===== src/rtl/stopwatch_controller.sv =====
// -----------------------------------------------------------------------------
// stopwatch_controller
//   Run/pause/lap controller and mm:ss BCD time count for the stopwatch.
//   It turns the start/stop, lap and clear button levels into state changes.
//   It holds the tick divider in reset whenever the watch is not running.
//   It drives the four display digits from either the live count or the
//   frozen lap value.
//
//   Compile-time option: define STOPWATCH_WRAP_EN to wrap MAX_MINUTES:59 to
//   00:00 with a one-cycle overflow pulse. When it is undefined, the count
//   saturates at MAX_MINUTES:59 and enters DONE, and overflow stays high.
//
// Parameters
//   MAX_MINUTES  highest minute value shown (1..99)
//
// Ports
//   clk        in   system clock
//   rst        in   synchronous active-high reset
//   tick       in   one-cycle pulse per counted second
//   startStop  in   button level, rising edge toggles run/pause
//   lap        in   button level, rising edge toggles lap freeze
//   clear      in   button level, rising edge zeroes the count
//   dividerRst out  reset to the tick divider (high unless running)
//   running    out  high while in RUN
//   lapActive  out  high while the display shows the lap value
//   secOnes    out  displayed seconds ones (BCD)
//   secTens    out  displayed seconds tens (BCD)
//   minOnes    out  displayed minutes ones (BCD)
//   minTens    out  displayed minutes tens (BCD)
//   overflow   out  limit indication
// -----------------------------------------------------------------------------
module stopwatch_controller #(
    parameter int MAX_MINUTES = 59
) (
    input  logic       clk,
    input  logic       rst,
    input  logic       tick,
    input  logic       startStop,
    input  logic       lap,
    input  logic       clear,
    output logic       dividerRst,
    output logic       running,
    output logic       lapActive,
    output logic [3:0] secOnes,
    output logic [3:0] secTens,
    output logic [3:0] minOnes,
    output logic [3:0] minTens,
    output logic       overflow
);

    localparam logic [3:0] MAX_MIN_TENS = 4'(MAX_MINUTES / 10);
    localparam logic [3:0] MAX_MIN_ONES = 4'(MAX_MINUTES % 10);

    typedef enum logic [1:0] {
        ST_IDLE  = 2'd0,
        ST_RUN   = 2'd1,
        ST_PAUSE = 2'd2,
        ST_DONE  = 2'd3
    } state_t;

    state_t     state_r, state_nxt_s;
    logic [3:0] so_r, st_r, mo_r, mt_r;
    logic [3:0] so_nxt_s, st_nxt_s, mo_nxt_s, mt_nxt_s;
    logic [3:0] lso_r, lst_r, lmo_r, lmt_r;
    logic [3:0] lso_nxt_s, lst_nxt_s, lmo_nxt_s, lmt_nxt_s;
    logic       lap_active_r, lap_active_nxt_s;
    logic       ss_prev_r, lap_prev_r, clear_prev_r;
    logic       clear_edge_s, ss_raw_s, lap_raw_s;
    logic       ss_edge_s, lap_edge_s, any_edge_s;
    logic       count_en_s, at_limit_s;
`ifdef STOPWATCH_WRAP_EN
    logic       wrap_pulse_s;
`endif

    // Button edge detection with priority clear > startStop > lap.
    always_comb begin
        clear_edge_s = clear & ~clear_prev_r;
        ss_raw_s     = startStop & ~ss_prev_r;
        lap_raw_s    = lap & ~lap_prev_r;
        // Any raw edge suppresses a same-cycle tick, even if the edge loses priority.
        any_edge_s   = clear_edge_s | ss_raw_s | lap_raw_s;
        ss_edge_s    = ss_raw_s & ~clear_edge_s;
        lap_edge_s   = lap_raw_s & ~clear_edge_s & ~ss_raw_s;
        count_en_s   = tick & ~any_edge_s & (state_r == ST_RUN);
        at_limit_s   = (mt_r == MAX_MIN_TENS) && (mo_r == MAX_MIN_ONES) &&
                       (st_r == 4'd5) && (so_r == 4'd9);
    end

    // Next state, live count and lap latch.
    always_comb begin
        state_nxt_s      = state_r;
        so_nxt_s         = so_r;
        st_nxt_s         = st_r;
        mo_nxt_s         = mo_r;
        mt_nxt_s         = mt_r;
        lso_nxt_s        = lso_r;
        lst_nxt_s        = lst_r;
        lmo_nxt_s        = lmo_r;
        lmt_nxt_s        = lmt_r;
        lap_active_nxt_s = lap_active_r;
`ifdef STOPWATCH_WRAP_EN
        wrap_pulse_s     = 1'b0;
`endif
        if (clear_edge_s) begin
            state_nxt_s      = ST_IDLE;
            so_nxt_s         = 4'd0;
            st_nxt_s         = 4'd0;
            mo_nxt_s         = 4'd0;
            mt_nxt_s         = 4'd0;
            lso_nxt_s        = 4'd0;
            lst_nxt_s        = 4'd0;
            lmo_nxt_s        = 4'd0;
            lmt_nxt_s        = 4'd0;
            lap_active_nxt_s = 1'b0;
        end else if (ss_edge_s) begin
            case (state_r)
                ST_IDLE:  state_nxt_s = ST_RUN;
                ST_RUN:   state_nxt_s = ST_PAUSE;
                ST_PAUSE: state_nxt_s = ST_RUN;
                ST_DONE:  state_nxt_s = ST_DONE;
                default:  state_nxt_s = ST_IDLE;
            endcase
        end else if (lap_edge_s) begin
            if ((state_r == ST_RUN) || (state_r == ST_PAUSE)) begin
                if (lap_active_r) begin
                    lap_active_nxt_s = 1'b0;
                end else begin
                    lso_nxt_s        = so_r;
                    lst_nxt_s        = st_r;
                    lmo_nxt_s        = mo_r;
                    lmt_nxt_s        = mt_r;
                    lap_active_nxt_s = 1'b1;
                end
            end else begin
                lap_active_nxt_s = lap_active_r;
            end
        end else if (count_en_s) begin
            if (at_limit_s) begin
`ifdef STOPWATCH_WRAP_EN
                so_nxt_s     = 4'd0;
                st_nxt_s     = 4'd0;
                mo_nxt_s     = 4'd0;
                mt_nxt_s     = 4'd0;
                wrap_pulse_s = 1'b1;
`else
                state_nxt_s  = ST_DONE;
`endif
            end else if (so_r != 4'd9) begin
                so_nxt_s = so_r + 4'd1;
            end else begin
                so_nxt_s = 4'd0;
                if (st_r != 4'd5) begin
                    st_nxt_s = st_r + 4'd1;
                end else begin
                    st_nxt_s = 4'd0;
                    if (mo_r != 4'd9) begin
                        mo_nxt_s = mo_r + 4'd1;
                    end else begin
                        mo_nxt_s = 4'd0;
                        mt_nxt_s = mt_r + 4'd1;
                    end
                end
            end
        end else begin
            state_nxt_s = state_r;
        end
    end

    // State, count, edge history and registered outputs.
    always_ff @(posedge clk) begin
        if (rst) begin
            state_r      <= ST_IDLE;
            so_r         <= 4'd0;
            st_r         <= 4'd0;
            mo_r         <= 4'd0;
            mt_r         <= 4'd0;
            lso_r        <= 4'd0;
            lst_r        <= 4'd0;
            lmo_r        <= 4'd0;
            lmt_r        <= 4'd0;
            lap_active_r <= 1'b0;
            // Previous levels start high so a button held through reset does not fire.
            ss_prev_r    <= 1'b1;
            lap_prev_r   <= 1'b1;
            clear_prev_r <= 1'b1;
            dividerRst   <= 1'b1;
            running      <= 1'b0;
            lapActive    <= 1'b0;
            secOnes      <= 4'd0;
            secTens      <= 4'd0;
            minOnes      <= 4'd0;
            minTens      <= 4'd0;
            overflow     <= 1'b0;
        end else begin
            state_r      <= state_nxt_s;
            so_r         <= so_nxt_s;
            st_r         <= st_nxt_s;
            mo_r         <= mo_nxt_s;
            mt_r         <= mt_nxt_s;
            lso_r        <= lso_nxt_s;
            lst_r        <= lst_nxt_s;
            lmo_r        <= lmo_nxt_s;
            lmt_r        <= lmt_nxt_s;
            lap_active_r <= lap_active_nxt_s;
            ss_prev_r    <= startStop;
            lap_prev_r   <= lap;
            clear_prev_r <= clear;
            // Outputs follow the next-state values, so a change appears one cycle after its cause.
            dividerRst   <= (state_nxt_s != ST_RUN);
            running      <= (state_nxt_s == ST_RUN);
            lapActive    <= lap_active_nxt_s;
            secOnes      <= lap_active_nxt_s ? lso_nxt_s : so_nxt_s;
            secTens      <= lap_active_nxt_s ? lst_nxt_s : st_nxt_s;
            minOnes      <= lap_active_nxt_s ? lmo_nxt_s : mo_nxt_s;
            minTens      <= lap_active_nxt_s ? lmt_nxt_s : mt_nxt_s;
`ifdef STOPWATCH_WRAP_EN
            overflow     <= wrap_pulse_s;
`else
            overflow     <= (state_nxt_s == ST_DONE);
`endif
        end
    end

endmodule


===== config.mk =====
export PLATFORM = sky130hd
export DESIGN_NAME = stopwatch_controller
export DESIGN_NICKNAME = d
export VERILOG_FILES = /design/src/rtl/stopwatch_controller.sv
export SDC_FILE = /design/constraint.sdc
export NUM_CORES = 1
export LEC_CHECK = 0
export ABC_AREA = 1
export BUFFER_PORTS_ARGS = -buffer_cell sky130_fd_sc_hd__buf_2
export CAP_MARGIN = 20
export CORE_UTILIZATION = 40
export CTS_CLUSTER_SIZE = 14
export DETAILED_ROUTE_END_ITERATION = 8
export PLACE_DENSITY = 0.64
export SYNTH_ARGS = -nofsm -noshare
export SYNTH_HDL_FRONTEND = slang
export SYNTH_SLANG_ARGS = --single-unit

===== constraint.sdc =====
create_clock -name clk -period 2.4 [get_ports clk]
set_input_delay 0.12 -clock clk [delete_from_list [all_inputs] [get_ports clk]]
set_output_delay 0.12 -clock clk [all_outputs]
set_load 0.05 [all_outputs]

==> flow_metrics.tcl <==
set metrics [dict create \
    status "finished clean" \
    clk_latency_ps 340 \
    ctsHoldBuffers 2 \
    fmax_mhz 470.9 \
    drc 0 \
    h-tree-depth 3 \
    synth.cell_area_um2 2755 \
    p_total_w 0.002257 \
    die_h_um 85.00 \
    p_per_area_nw_per_um2 703.0 \
    ff2ff_path_depth 10 \
    grt-ovfl-total 0 \
    grt_max_degree 25 \
    worst_pin_slew_ps 558.5 \
    setup_viol 0 \
    num_io_pins 26 \
    clockBufferDepth 2 \
    final_cells 488 \
    start_kind "register" \
    cts_tree "yes" \
    fin_crit_sh 0.8848 \
    period_minus_slack_ps 2124 \
    drv_slew 0 \
    ys_ff_latch 57 \
    hpwlAfterDp_um 4554 \
    drive_gt1_frac 0.1971 \
    fin_skew_ps 9.093 \
    holdCritPathClass "in2reg" \
    final_core_util 0.4943 \
    fp.dieW_um 85.00 \
    whs_ps 16.39 \
    cts_buffers 9 \
    start_util 0.4242 \
    hold_violations 0 \
    grt_pass1_wl_um 10540 \
    grt_pass1_vias 2237 \
    ant_nets 0 \
    nNetsFinal 423 \
    synth_top_area_share 0.4142 \
    rsz0062_at_grt "no" \
    cts-root-buf "clkbuf_8" \
    worstPathMaxFanout 18 \
    vias 2401 \
    ys_seq_area_frac 0.4142 \
    rrSetupSlack_ps 280 \
    grtUsageTotal 0.1905 \
    antenna_cells 0 \
    p_leak_nw 1.502 \
    post_cts_resized 0 \
    cp-end-kind "register" \
    area_delta_synth_final_pct 16.53 \
    reg2reg_from "state_r[1]$_SDFF_PP0_" \
    min_from "clear" \
    vias_per_cell 4.920 \
    synth_fp_nets 395 \
    globalplace.congestion 0.8524 \
    drv_cap 0 \
    syn_avg_cell_area_um2 7.289 \
    clk_pin_slew_ps 60 \
    antenna_found_initial 0 \
    core_area_um2 6495 \
    cp.required_ps 2660 \
    final_common_cell "nand2_1" \
    ys_top_cells_by_area "dfxtp_1 (41%), nand2_1 (13%), nand3_1 (6.5%)" \
    first_pass_iters 4 \
    slew-limit-headroom 0.6272 \
    drt_wl_total_um 6264 \
    layout_common_cells "nand2_1 (96), dfxtp_1 (57), nor2_1 (44)" \
    clock-sinks 57 \
    reg2reg_to "secTens[3]$_SDFF_PP0_" \
    cp.arrival_ps 2390 \
    crit_type "reg2reg" \
    rows 29 \
    vdd_ir_drop_max_v 0.0007464 \
    drt-initial-drc-count 129 \
    place_inst 470 \
    yosysWarnings 0 \
    holdPathStages 2 \
    synth_cell_type_count 32 \
    cts_setup_buffers 0 \
    port-buffer-count 25 \
    wire_per_inst_um 12.84 \
    dieArea_um2 7224 \
    fin_setup_tns_ps 0 \
    synthCells 378 \
    min_to "clear_prev_r$_SDFF_PP1_" \
    yosys.area.top_type "dfxtp_1" \
]
[power by group]
group | switching [W] | leakage (nW) | internal, W
clock network | 0.000379 | 0.129 | 0.000774
registers | 0.00000568 | 0.461 | 0.000962
logic | 0.0000984 | 0.913 | 0.0000377
[final cells by class]
cell class                 instances  area (um^2)
clock buffer                      12        165.2
clock inverter                     4        97.59
fill                             648         3284
inverter                          51        196.4
multi-input combinational        258         1354
sequential                        57         1141
tap                               77        96.34
timing repair buffer              29        160.2
[worst max-delay path by stage]
stage                                  startpoint                     to  slack [ps]
after global routing        state_r[1]$_SDFF_PP0_  secTens[2]$_SDFF_PP0_         100
after CTS                   state_r[1]$_SDFF_PP0_  secTens[3]$_SDFF_PP0_         280
after detailed placement    state_r[1]$_SDFF_PP0_  minTens[0]$_SDFF_PP0_         300
after floorplan           lap_active_r$_SDFF_PP0_  minOnes[2]$_SDFF_PP0_         810
final                       state_r[1]$_SDFF_PP0_  secTens[3]$_SDFF_PP0_         280
after global placement      state_r[1]$_SDFF_PP0_  minTens[0]$_SDFF_PP0_         350
[layer usage]
metal / GRT usage / routed length [um] / vias up
met2: 0.3094 / 2933 / 49
met3: 0.05837 / 312 / 14
li1: - / - / 1241
met1: 0.2308 / 2888 / 1097
met5: 0 / 0 / -
met4: 0.08937 / 129 / 0
[synth_stat cells, drive strengths merged]
master / n
nand4: 4
nor4: 1
a21oi: 17
inv: 51
dfxtp: 57
clkbuf: 4
o211ai: 5
nand2: 103
o22ai: 1
o21ai: 13
ha: 11
o211a: 1
buf: 8
nand3: 41
or2: 5
nor2: 52
and2: 4
[logic make-up after synthesis]
kind of cell / count (synthesis) / share of synthesized area
buf+inv: 63 / 0.09445
simple gates: 210 / 0.3592
flops: 57 / 0.4142
fa+ha+maj: 11 / 0.04995
compound gates: 37 / 0.08220
[critical path, stage by stage, from the launching register on]
cell and delay [ps]:
dfxtp_1 330, inv_1 70, ha_1 280, inv_1 70
nand3_4 200, inv_4 140, nor2_4 460, inv_4 190
nand2_1 110, nand2_1 50, a21oi_1 150
[per-stage QoR]
step,cell area (um^2),setup slack [ps]
finish,3211,276.4
global route,3211,99.60
CTS,3211,278.7
detailed placement,2928,304.9
global placement,2928,348.8
floorplan,2755,813.1
No activity file was read; power rests on OpenSTA's default activity.
